## src/rtl/orn_sticky.sv

```systemverilog
// orn_sticky: sticky OR-combiner with per-channel level/edge detection,
// write-1-to-clear pending flags, a masked OR output with its inverse, and
// a saturating count of newly pending unmasked events with overflow flag.
module orn_sticky #(
  parameter int WIDTH = 3,
  parameter int CNTW  = 8
) (
  input  logic             ck,
  input  logic             rst,
  input  logic [WIDTH-1:0] i,
  input  logic [WIDTH-1:0] mask,
  input  logic [WIDTH-1:0] edge_mode,
  input  logic [WIDTH-1:0] clr,
  input  logic             cnt_clr,
  output logic [WIDTH-1:0] pend,
  output logic             q,
  output logic             nq,
  output logic [CNTW-1:0]  cnt,
  output logic             ovf
);

  localparam logic [CNTW-1:0] CNT_ZERO = '0;
  localparam logic [CNTW-1:0] CNT_ONE  = CNTW'(1);
  localparam logic [CNTW-1:0] CNT_MAX  = '1;

  // Saturating increment: holds at all-ones instead of wrapping.
  function automatic logic [CNTW-1:0] sat_inc(input logic [CNTW-1:0] v);
    sat_inc = (v == CNT_MAX) ? v : v + CNT_ONE;
  endfunction

  // Overflow is flagged only when an increment meets a saturated counter.
  function automatic logic sat_hit(input logic [CNTW-1:0] v, input logic inc);
    sat_hit = inc && (v == CNT_MAX);
  endfunction

  logic [WIDTH-1:0] prev_p0;
  logic [WIDTH-1:0] ev_p0;
  logic [WIDTH-1:0] pend_nxt_p0;
  logic [WIDTH-1:0] new_ev_p0;
  logic             inc_p0;
  logic             q_nxt_p0;

  // ---- stage p0: event detection and next-state decode ----
  // Edge channels fire only on 0->1 of i versus the delayed copy; level
  // channels fire every cycle i is high. Set beats clear, so an event in
  // the clear cycle keeps the flag. A channel already pending is not new,
  // which also covers the clear-and-re-set case.
  always_comb begin
    ev_p0       = (i & ~edge_mode) | (i & ~prev_p0 & edge_mode);
    pend_nxt_p0 = ev_p0 | (pend & ~clr);
    new_ev_p0   = ev_p0 & ~pend & mask;
    inc_p0      = |new_ev_p0;
    q_nxt_p0    = |(pend_nxt_p0 & mask);
  end

  // ---- stage p1: registered flags ----
  // Input history, sticky pending flags and the masked OR register.
  always_ff @(posedge ck or posedge rst) begin
    if (rst) begin
      prev_p0 <= '0;
      pend    <= '0;
      q       <= 1'b0;
    end else begin
      prev_p0 <= i;
      pend    <= pend_nxt_p0;
      q       <= q_nxt_p0;
    end
  end

  // Event counter: clear takes priority but still admits this cycle's event.
  always_ff @(posedge ck or posedge rst) begin
    if (rst) begin
      cnt <= CNT_ZERO;
      ovf <= 1'b0;
    end else if (cnt_clr) begin
      cnt <= inc_p0 ? CNT_ONE : CNT_ZERO;
      ovf <= 1'b0;
    end else if (inc_p0) begin
      cnt <= sat_inc(cnt);
      ovf <= ovf | sat_hit(cnt, inc_p0);
    end
  end

  assign nq = ~q;

endmodule

```

## config.mk

```make
export PLATFORM = sky130hd
export DESIGN_NAME = orn_sticky
export DESIGN_NICKNAME = d
export VERILOG_FILES = /design/src/rtl/orn_sticky.sv
export SDC_FILE = /design/constraint.sdc
export NUM_CORES = 1
export LEC_CHECK = 0
export ABC_AREA = 1
export CAP_MARGIN = 20
export CELL_PAD_IN_SITES_DETAIL_PLACEMENT = 0
export CELL_PAD_IN_SITES_GLOBAL_PLACEMENT = 2
export CORE_UTILIZATION = 25
export DETAILED_ROUTE_END_ITERATION = 8
export PLACE_DENSITY_LB_ADDON = 0.08
export REMOVE_ABC_BUFFERS = 1
export SETUP_SLACK_MARGIN = 0.05
export SYNTH_ARGS = -nofsm -noshare
export SYNTH_HDL_FRONTEND = slang
export SYNTH_SLANG_ARGS = --single-unit
```

## constraint.sdc

```tcl
create_clock -name ck -period 2 [get_ports ck]
set_clock_uncertainty 0.15 [all_clocks]
set_input_delay 0.4 -clock ck [delete_from_list [all_inputs] [get_ports ck]]
set_output_delay 0.4 -clock ck [all_outputs]
set_load 0.01 [all_outputs]
```

======== Yosys cells after proc, flatten, opt, wreduce, memory -nomap -nowiden ========
Index checks and enable logic that the tools add are counted.
word-level totals
  output and inout port bits .............. 14
  logic and storage cells ................. 34
  input bits .............................. 15
  register bits after elaboration ......... 16
operators by class
  bitwise operators ....................... 15
  equality and inequality tests ........... 2
  reductions and logical operators ........ 5
  mux-type cells .......................... 6
  $add $sub $neg .......................... 1
operators with widths
  kind                                                           count
  8-bit 2-to-1 mux                                               3
  3-bit bitwise AND                                              7
  3-bit inverter                                                 4
  8-bit by 1-bit adder with 8-bit output, second input constant  1
  8-bit == test, second input constant                           1
  3-bit OR                                                       2
  3-bit OR reduction                                             2
  1-bit 2-to-1 mux                                               3
  2-bit inequality test, second input constant                   1
  2-bit AND reduction                                            1
  2-bit nonzero test                                             1
  1-bit logical AND                                              1
  1-bit inverter                                                 1
  1-bit OR                                                       1

======== Longest topological paths before layout ========
Gate-level depths: netlist (run 1).
  depth in word-level cells ............... 11
  mapped depth ............................ 8
  gate-level depth less buffers ........... 8

======== Worst setup path before layout (run 1) ========
No wires, ideal clock.
  path type ............................... reg2reg
  start ................................... register cnt[1]
  end ..................................... register cnt[5]
  slack ................................... 0.535 ns
  cell stages (with the launch flop) ...... 9
  period minus slack after synthesis ...... 1.465 ns
  library setup time ...................... 0.117 ns
  path buffers ............................ 0
  required time ........................... 1.733 ns
  arrival time ............................ 1.198 ns
  cells stage by stage .................... dfrtp_1 ha_1 nand2_2 nor2_4 nand2_4 nand2_8 nand2_4 nand2_1 nand2_1
on the way
  cells in the longest elaborated chain, start to end .. 4
  elaborated cells on any way between the ends .. 7
  those cells by class .................... add/sub (1); eq/ne (2); mux (3); reduce/logical (1)
RTL lines
  item                                    RTL line  text
  from (decl)                             18        output logic [CNTW-1:0] cnt,
  from (signal assigned)                  76        cnt <= inc_p0 ? CNT_ONE : CNT_ZERO;
  from (signal assigned)                  79        cnt <= sat_inc(cnt);
  8-bit by 1-bit adder with 8-bit output  28        sat_inc = (v == CNT_MAX) ? v : v + CNT_ONE;
  8-bit 2-to-1 mux                        28
  8-bit 2-to-1 mux                        78        end else if (inc_p0) begin
  8-bit 2-to-1 mux                        75        end else if (cnt_clr) begin
Parallel ways exist; a longest one is shown, timed or not. The select of a mux whose other input is x is not followed.
A chain may end at the register's enable or synchronous reset.

======== Worst setup path in the final report (run 1) ========
  start ................................... register cnt[3]
  end ..................................... output port cnt[3]
No word-level cell between the ends.

==> results of run 1 <==
worst min-delay path by stage:
stage          start          to  slack [ps]  depth (start not counted)
2_1_floorplan    rst      cnt[0]         160                          1
5_1_grt          rst  prev_p0[2]         270                          3
6_report         rst      cnt[7]         260                          3
4_1_cts          rst     pend[2]         260                          3
3_3_place_gp     ovf         ovf         370                          2
3_5_place_dp     ovf         ovf         360                          2
cell type report:
cell class	count	area [um^2]	share of cell area
repair buffers	30	295	0.233
inverters	15	56.3	0.0444
flip-flops and latches	16	403	0.318
clock buffers	4	36.3	0.0286
multi-input cells	77	419	0.331
well taps	46	57.6	0.0454
timing repair:
action / in CTS / in global routing
buffers inserted: 0 / 0
resized for setup: 0 / 2
setup endpoints to repair: 0 / 2
worst register-to-register path, cell delays in order, from the launching register on:
cell     delay [ps]
dfrtp_1         430
ha_1            220
nand2_2         110
nor2_4          140
nand2_4         110
nand2_8         120
nand2_4          50
nand2_1          50
nand2_1          40
placed cells by master, fill, tap and decap left out, drive strengths merged, types with 2 or more instances in the layout:
cell           instances
dfrtp                 16
nand2                 35
nor2                   7
o21ai                  3
nand3                 14
buf                    2
nor3                   4
clkdlybuf4s50         28
inv                   15
a21oi                  2
clkbuf                 4
nand4                  8
state kept, by name, indices dropped and copies added (netlist names):
signal / flops
cnt: 8
ovf: 1
pend: 3
prev_p0: 3
q: 1
where the power goes:
group	switching, uW	total (uW)	internal, uW
combinational	62.5	132	69.2
clock	102	213	111
sequential	12.1	351	339
total	177	696	519
routing by layer:
metal | up-vias | part of all wire | GRT usage
met5 | - | 0 | 0
met4 | 0 | 0.011 | 0.0571
met3 | 2 | 0.031 | 0.0189
met2 | 17 | 0.50 | 0.189
met1 | 373 | 0.46 | 0.153
li1 | 423 | - | -
through the flow:
step	util	instance area [um^2]
after floorplan	-	876
after global placement	0.365	1230
after detailed placement	0.365	1230
after CTS	0.376	1260
after global routing	0.377	1270
final	0.377	1270
kinds of logic (layout without fill, tap and decap cells):
kind of cell	Yosys count	in the layout	share of synthesized area
simple gates	68	68	0.406
flops	16	16	0.455
buf+inv	16	49	0.0696
compound gates	7	7	0.0455
fa+ha+maj	1	1	0.0142
xor+xnor	1	1	0.00994
==> key figures, run 1 <==
Synth
  • Area contributors post-synth: dfrtp_1, nand2_1, nand3_1
  • Post-Synthesis Cell Area: ~880 um^2
  • Async set-reset flop share out of synthesis: 1.00
  • Top_reg_cell synth: dfrtp_1
  • Mapped Avg Cell Area: about 8.1 um^2
  • Sequential cell area fraction in the yosys report: 0.455
  • Synthesized instance count: roughly 110
  • Cell with the most instances after synthesis: nand2_1
  • Commonest cells in the synthesized netlist: nand2_1, dfrtp_1, nand3_1
  • Post-synthesis sequential element count: 16
  • Count of flip-flops with a built-in enable after synthesis: 0
  • Share of the synthesized area in the top cell type: 0.455
  • Cell variety after synth: 22
  • Warnings from Yosys: 0
  • Cell taking the most area after synthesis: dfrtp_1

Hold path
  • Path category of the worst min-delay check: in -> async

Pwr
  • Pwr dens: around 550 mW/mm^2
  • Leakage power: about 0.00063 uW
  • Power, Total: between 600 and 700 uW
  • Peak VDD IR: between 0.2 and 0.3 mV

STA
  • Number of pins with negative max-slew slack in the final report: 0
  • Setup repair after global routing missed its margin: false
  • Hold Worst Slack: around 260 ps
  • Smallest setup slack after layout: about 150 ps
  • Final period utilization: 0.925
  • Maximum clock frequency: 0.540 GHz
  • Headroom to the max-slew limit: 0.847
  • TNS Setup: 0 ps
  • Slew at the pin closest to its max-slew limit: 227 ps
  • Final Critical Period: 1850 ps
  • Number of failing setup endpoints in the final timing report: 0
  • Hold Vio Cnt, Final: 0

Floorplan
  • Area of the core: about 0.0034 mm^2
  • Chip Width: slightly above 60 um
  • Initial core utilization: 0.262
  • Num ports: 29
  • Die H: 61.4 um
  • Core Rows: 21
  • Total die area: approximately 0.0038 mm^2

Layout
  • Diode count: 0
  • Fillcell total: 384
  • Layout-stage area growth over the synthesis result: 43.9%
  • Number of nets in the layout: roughly 160
  • Proportion of layout cells with a drive suffix above 1: 0.134
  • Fin cells: roughly 190

CTS
  • Hold-fix buffers at CTS: 0
  • CTS H-tree lvls: 1
  • CTS buffer count: 3
  • Clock latency on the worst-skew pair: 280 ps
  • CTS tree: built
  • Sinks on the clock net: 16
  • Clock-pin slew of the registers on the worst-case setup and hold paths: 100 ps
  • CTS Root Buffer Type: clkbuf_4
  • Maximum buffer depth of the clock tree: 2

Detailed routing
  • Vias per inst: approximately 4.3
  • Total wire length after detailed routing: 1980 um
  • Number of remaining DRC errors: 0
  • Drt first-iter violations: 18
  • First-pass DRT Iterations: 4
  • Routed wirelength normalized by instance count: ~11 um
  • Number of nets with antenna violations after detailed routing: 0
  • Detailed-route via count: around 820

Setup path
  • Data arrival time of the worst path: between 1000 and 1500 ps
  • Critical path endpoint: cnt[3]
  • Reg-to-Reg End: cnt[7]
  • Chain of cells forming the critical path: clkdlybuf4s50_1
  • R2r startpoint: cnt[1]
  • Slowest stage cell, crit path: clkdlybuf4s50_1
  • Logic depth of the worst setup path including buffers: 1
  • Type of origin of the critical path: flop
  • Critical Path Start: cnt[3]
  • Setup slack of the worst register-to-register path: between 400 and 500 ps
  • Sum of buffers and inverters on the critical path: 1
  • Startpoint-to-endpoint class of the critical path: reg -> out
  • Largest stage delay on the critical path: roughly 570 ps
  • Peak fanout along the critical path: 6
  • Kind of cell with the highest combined delay on the critical path: buffers and inverters
  • Depth of the worst register-to-register path: 8
  • Sort of element at the end of the critical path: output port
  • Required time reported for the critical path endpoint: 1450 ps

Global routing
  • Largest net degree at the start of global routing: 17
  • Global-route wire length before repair: ~3200 um
  • Total global routing overflow: 0
  • Number of global-route vias before repair: between 700 and 800
  • Aggregate global-route resource usage: 0.117
  • Initial antenna violation count: 0

Placement
  • IO buf count: 28
  • Final GP Congestion: between 0.7 and 0.8
  • Half-perimeter wire length of the detailed placement result: between 1500 and 2000 um
  • Dpl cells: approximately 180
  • Worst slack at placement: ~170 ps

Flow run
  • Maxcap violations: 0

Run status
  • Run status: completed
Power figures use the tool's default switching activity.
==> run 2: changes to the inputs <==
--- a/config.mk
+++ b/config.mk
@@ -9,8 +9,9 @@
 export CAP_MARGIN = 20
 export CELL_PAD_IN_SITES_DETAIL_PLACEMENT = 0
 export CELL_PAD_IN_SITES_GLOBAL_PLACEMENT = 2
-export CORE_UTILIZATION = 25
+export CORE_UTILIZATION = 33
 export DETAILED_ROUTE_END_ITERATION = 8
+export DONT_BUFFER_PORTS = 1
 export PLACE_DENSITY_LB_ADDON = 0.08
 export REMOVE_ABC_BUFFERS = 1
 export SETUP_SLACK_MARGIN = 0.05
==> run 2 against run 1 <==
Net effect: maximum frequency rose by 15%; clock power fell by 3%; die area fell by 24%; clock-buffer cell count did not move; worst hold slack got worse by 230 ps; power fell by 9.1%; sequential power rose by 3%; largest cell class unchanged; largest power group unchanged.
==> key figures, run 2 (same netlist as run 1, synthesis figures left out) <==
Detailed routing
  • Wire length on met2: 851 um (was 979 um)
  • Number of nets with antenna violations after detailed routing: 0 (unchanged)
  • Met3 WL post-DR: 132 um (was 62 um)
  • Vias per inst: 5.05 (was 4.34)
  • First-pass DRT Iterations: 4 (unchanged)
  • Top layer reached by signal wires: met4 (unchanged)
  • Number of remaining DRC errors: 0 (unchanged)
  • Drt first-iter violations: 5 (was 18)
  • Wl on met1: 755 um (was 912 um)
  • Routed wirelength normalized by instance count: 12.1 um (was 10.5 um)
  • Detailed-route via count: 737 (was 815)
  • Total wire length after detailed routing: 1760 um (was 1980 um)

Pwr
  • Pwr dens: 639 mW/mm^2 (was 549 mW/mm^2)
  • Leakage power: 0.000533 uW (was 0.000628 uW)
  • Peak VDD IR: 0.493 mV (was 0.273 mV)

Placement
  • IO buf count: 0 (was 28)
  • Final GP Congestion: 0.716 (was 0.741)
  • Half-perimeter wire length of the detailed placement result: 1400 um (was 1570 um)
  • Dpl cells: 138 (was 184)

STA
  • Maximum clock frequency: 0.623 GHz (was 0.540 GHz)
  • Number of pins with negative max-slew slack in the final report: 0 (unchanged)
  • Number of failing setup endpoints in the final timing report: 0 (unchanged)
  • Final period utilization: 0.803 (was 0.925)
  • TNS Setup: 0 ps (unchanged)
  • Slew at the pin closest to its max-slew limit: 612 ps (was 227 ps)
  • Headroom to the max-slew limit: 0.592 (was 0.847)
  • Setup repair after global routing missed its margin: false (unchanged)
  • Hold Vio Cnt, Final: 0 (unchanged)
  • Final Critical Period: 1610 ps (was 1850 ps)

Global routing
  • Aggregate global-route resource usage: 0.148 (was 0.117)
  • Global-route wire length before repair: 2950 um (was 3170 um)
  • Total global routing overflow: 0 (unchanged)
  • Initial antenna violation count: 0 (unchanged)
  • Largest net degree at the start of global routing: 17 (unchanged)
  • Number of global-route vias before repair: 708 (was 739)

Setup path
  • Data arrival time of the worst path: 1630 ps (was 1300 ps)
  • R2r startpoint: cnt[1] (unchanged)
  • Type of origin of the critical path: flop (unchanged)
  • Critical Path Start: cnt[1] (was cnt[3])
  • Startpoint-to-endpoint class of the critical path: reg -> reg (was reg -> out)
  • Depth of the worst register-to-register path: 8 (unchanged)
  • Sort of element at the end of the critical path: flop (was output port)
  • Peak fanout along the critical path: 9 (was 6)
  • Required time reported for the critical path endpoint: 2020 ps (was 1450 ps)
  • Setup slack of the worst register-to-register path: 390 ps (was 490 ps)

Layout
  • Diode count: 0 (unchanged)
  • Top reg by flops: cnt (unchanged)
  • Most used cells in the layout excluding fill and tap cells: nand2_1, dfrtp_1, nand3_1 (was nand2_1, clkdlybuf4s50_1, dfrtp_1)
  • Fillcell total: 265 (was 384)
  • Fin cells: 146 (was 188)
  • Number of nets in the layout: 133 (was 159)
  • Largest registers ranked by flip-flop count: cnt (8), pend (3), prev_p0 (3) (unchanged)
  • Layout-stage area growth over the synthesis result: 12.4% (was 43.9%)
  • Most common library cell in the layout ignoring fill and taps: nand2_1 (unchanged)
  • Proportion of layout cells with a drive suffix above 1: 0.129 (was 0.134)
  • Max FFs per register: 8 (unchanged)

Floorplan
  • Core Rows: 18 (was 21)
  • Num ports: 29 (unchanged)
  • Initial core utilization: 0.352 (was 0.262)
  • Die H: 53.7 um (was 61.4 um)
  • Chip Width: 53.7 um (was 61.4 um)
  • Area of the core: 0.00250 mm^2 (was 0.00336 mm^2)
  • Total die area: 0.00288 mm^2 (was 0.00377 mm^2)

CTS
  • Sinks on the clock net: 16 (unchanged)
  • CTS H-tree lvls: 1 (unchanged)
  • CTS buffer count: 3 (unchanged)
  • CTS tree: built (unchanged)
  • Post-CTS Setup Repair Bufs: 0 (unchanged)
  • Clock latency on the worst-skew pair: 280 ps (about the same)
  • CTS Root Buffer Type: clkbuf_4 (unchanged)
  • Clock-pin slew of the registers on the worst-case setup and hold paths: 90 ps (was 100 ps)
  • Maximum buffer depth of the clock tree: 2 (unchanged)

Hold path
  • Path category of the worst min-delay check: in -> reg (was in -> async)
  • Number of cells on the worst hold path: 1
  • Worst hold start: cnt_clr

Flow run
  • Maxcap violations: 0 (unchanged)

Run status
  • Run status: completed (unchanged)
## run 2: critical path: stages (launching register included)
cell,delay [ps]
dfrtp_1,470
ha_1,240
nand2_2,100
nor2_4,140
nand2_4,110
nand2_8,120
nand2_4,50
nand2_1,60
nand2_1,50
## run 2: final timing paths
check / to
setup / recovery: cnt[7]
hold / removal: ovf
setup reg to reg: cnt[7]
hold reg to reg: pend[2]
max in group asynchronous: pend[0]
min in group asynchronous: ovf
## run 2: stage by stage
| step | utilization | hold slack (ps) | setup WS, ps | instance area (um^2) | total power, uW |
|---|---|---|---|---|---|
| after floorplan | - | 164 | 531 | 876 | 413 |
| after global placement | 0.365 | 256 | 417 | 913 | 428 |
| after detailed placement | 0.365 | 259 | 394 | 913 | 428 |
| after CTS | 0.396 | 9.50 | 375 | 990 | 650 |
| after global routing | 0.396 | 14.2 | 245 | 990 | 674 |
| final | 0.396 | 25.5 | 395 | 990 | 633 |
## run 2: report_power, final
part	leakage [uW]	switching [uW]	internal, uW
sequential	0.000204	20.2	339
clock	0.0000210	96.4	111
combinational	0.000307	43.4	22.8
total	0.000533	160	473
## run 2: cell type report
| class | instances | area, um^2 | area share |
|---|---|---|---|
| Multi-Input combinational cell | 77 | 419 | 0.424 |
| Sequential cell | 16 | 400 | 0.405 |
| Inverter | 15 | 56.3 | 0.0569 |
| Timing Repair Buffer | 4 | 40.0 | 0.0405 |
| Tap cell | 30 | 37.5 | 0.0379 |
| Clock buffer | 4 | 36.3 | 0.0367 |
## run 2: repair_timing
action                                 in CTS  in global routing
gates resized for setup                     0                  0
hold buffers                                4                  0
endpoints found under the hold margin      19                  0
## run 2: metal layers
layer / vias up / global-route usage
met5: - / 0
met4: 0 / 0.0789
met3: 2 / 0.0452
met2: 23 / 0.239
met1: 342 / 0.176
li1: 370 / -
==> patch, RTL diff (flow settings as in run 2) <==
Register the output `ovf` once more, cleared by the reset; this adds one clock of latency there. The other outputs are not delayed to match.
--- a/src/rtl/orn_sticky.sv
+++ b/src/rtl/orn_sticky.sv
@@ -22,6 +22,8 @@
   localparam logic [CNTW-1:0] CNT_ZERO = '0;
   localparam logic [CNTW-1:0] CNT_ONE  = CNTW'(1);
   localparam logic [CNTW-1:0] CNT_MAX  = '1;
+
+  logic ovf_s0;
 
   // Saturating increment: holds at all-ones instead of wrapping.
   function automatic logic [CNTW-1:0] sat_inc(input logic [CNTW-1:0] v);
@@ -71,17 +73,25 @@
   always_ff @(posedge ck or posedge rst) begin
     if (rst) begin
       cnt <= CNT_ZERO;
-      ovf <= 1'b0;
+      ovf_s0 <= 1'b0;
     end else if (cnt_clr) begin
       cnt <= inc_p0 ? CNT_ONE : CNT_ZERO;
-      ovf <= 1'b0;
+      ovf_s0 <= 1'b0;
     end else if (inc_p0) begin
       cnt <= sat_inc(cnt);
-      ovf <= ovf | sat_hit(cnt, inc_p0);
+      ovf_s0 <= ovf_s0 | sat_hit(cnt, inc_p0);
     end
   end
 
   assign nq = ~q;
 
+  always_ff @(posedge ck or posedge rst) begin
+    if (rst) begin
+      ovf <= '0;
+    end else begin
+      ovf <= ovf_s0;
+    end
+  end
+
 endmodule
 
Formal check against the unedited RTL: no difference found for any inputs over 10 cycles, from zero or initial values and one cycle with rst high; that may be too few to reach the edited logic, so the function may still have changed.
==> patch against run 2 <==
Sequential power rose by 5%; sequential cell count increased by 1; critical path type unchanged; setup slack lost 22 ps; design area up 2.5%; power decreased by 0.95%; die area grew 2.7%; wire length grew 9.7%; synthesized area up 2.8%.
==> patch: results (changes against run 2) <==
initial antenna violation count 0 (unchanged); slowest cell on the critical path dfrtp_1; post-CTS sizing 0 (unchanged); CP top delay family simple AND/OR/NAND/NOR gates; first-pass GRT wire length 3.11 mm (+5.1%); delay of the slowest cell on the worst path 480 ps; Power Density 618 nW/um^2 (-3.4%); Clk pwr share 0.286 (-0.041); # fillers 275 (+3.8%); Worst-path clk slew 90 ps (about the same); status completed; top post-synthesis cells by area dfrtp_1 (47%), nand2_1 (13%), nand3_1 (7.2%); CTS buffer count 3 (unchanged); clock buffer depth 2 (unchanged); hpwl dp 1.52 mm (+8.9%); H-tree depth 1 (unchanged); wire per inst 13.0 microns (+8.2%); crit-path max FO 9 (unchanged); Leak Pwr 0.545 nW (+2.3%); Skew-Pair Late Insertion Delay 280 ps (about the same); all-layer global routing usage 0.152 (+0.00325); IO buf count 0 (unchanged); Crit path arrival time 1660 ps (+30 ps); layout cells sized above 1 0.119 (-0.0107); fraction of registers with async set/reset 1.00 (unchanged); layout net count 135 (+1.5%); Hold Crit Class in2reg; combinational share of power 0.109 (+0.004); biggest regs cnt: 8 flops, pend: 3 flops, prev_p0: 3 flops; max reg flops 8 (unchanged); VDD IR-drop max 0.503 mV (+2.1%); largest net degree at the start of global routing 18 (+1); Detailed Routing Iterations Pass 1 4 (unchanged); vias in the first global route 657 (-7.2%); GPL Wtd Cong 0.808 (+13%); Synth top cells by count nand2_1 (31), dfrtp_1 (17), nand3_1 (13), inv_1 (12), nand4_1 (8); initial drt markers 6 (+1); endpoints failing setup 0 (unchanged); vias per cell 4.99 (-1.2%); Root Buffer clkbuf_4; Syn. warnings 0 (unchanged); worst-margin pin slew 632 ps (+20.0 ps); Antenna Diode Count 0 (unchanged); post-synth cell types 22 (unchanged); sequential area share after synthesis 0.470 (+0.0151); Net Sw Power 0.000166 W (+3.6%)
## patch: changes by cell type in the layout (fill, tap and decap cells not counted)
cell	delta
clkbuf_1	+1
clkbuf_8	-1
dfrtp_1	+1
dlygate4sd3_1	+1
## patch: final timing paths
check | startpoint | to | slack, ps | cells past startpoint
hold reg to reg | ovf_s0 | ovf | 240 | 0
setup / recovery | cnt[1] | cnt[6] | 370 | 8
hold / removal | clr[2] | pend[2] | 90 | 1
min in group asynchronous | rst | prev_p0[1] | 480 | 2
max in group asynchronous | rst | cnt[6] | 820 | 2
setup reg to reg | cnt[1] | cnt[6] | 370 | 8
## patch: cell families after synthesis
| kind of cell | share of synthesized area |
|---|---|
| simple gates | 0.395 |
| flops | 0.470 |
| compound gates | 0.0442 |
| xor+xnor | 0.00967 |
| fa+ha+maj | 0.0138 |
| buf+inv | 0.0677 |
## patch: what timing repair did
action                    CTS  global route
hold buffers                4             1
buffers inserted            0             0
hold endpoints to repair   20             1
## patch: metrics by stage
step | setup WS [ps] | cell area, sq um | std cells
6_report | 373 | 1010 | 148
5_1_grt | 251 | 1010 | 148
4_1_cts | 367 | 1000 | 147
3_5_place_dp | 392 | 938 | 139
3_3_place_gp | 395 | 938 | 139
2_1_floorplan | 531 | 901 | 109
## patch: cell type report
class / instances / area share
Sequential cell: 17 / 0.419
Clock buffer: 4 / 0.0259
Multi-Input combinational cell: 77 / 0.413
Timing Repair Buffer: 5 / 0.0493
Inverter: 15 / 0.0555
Tap cell: 30 / 0.0370
## patch: per-layer routing
layer,track usage,part of all wire,up-vias
met1,0.205,0.48,338
met2,0.220,0.45,21
met5,0,0,-
met4,0.0513,0.0088,0
met3,0.0556,0.060,2
li1,-,-,377
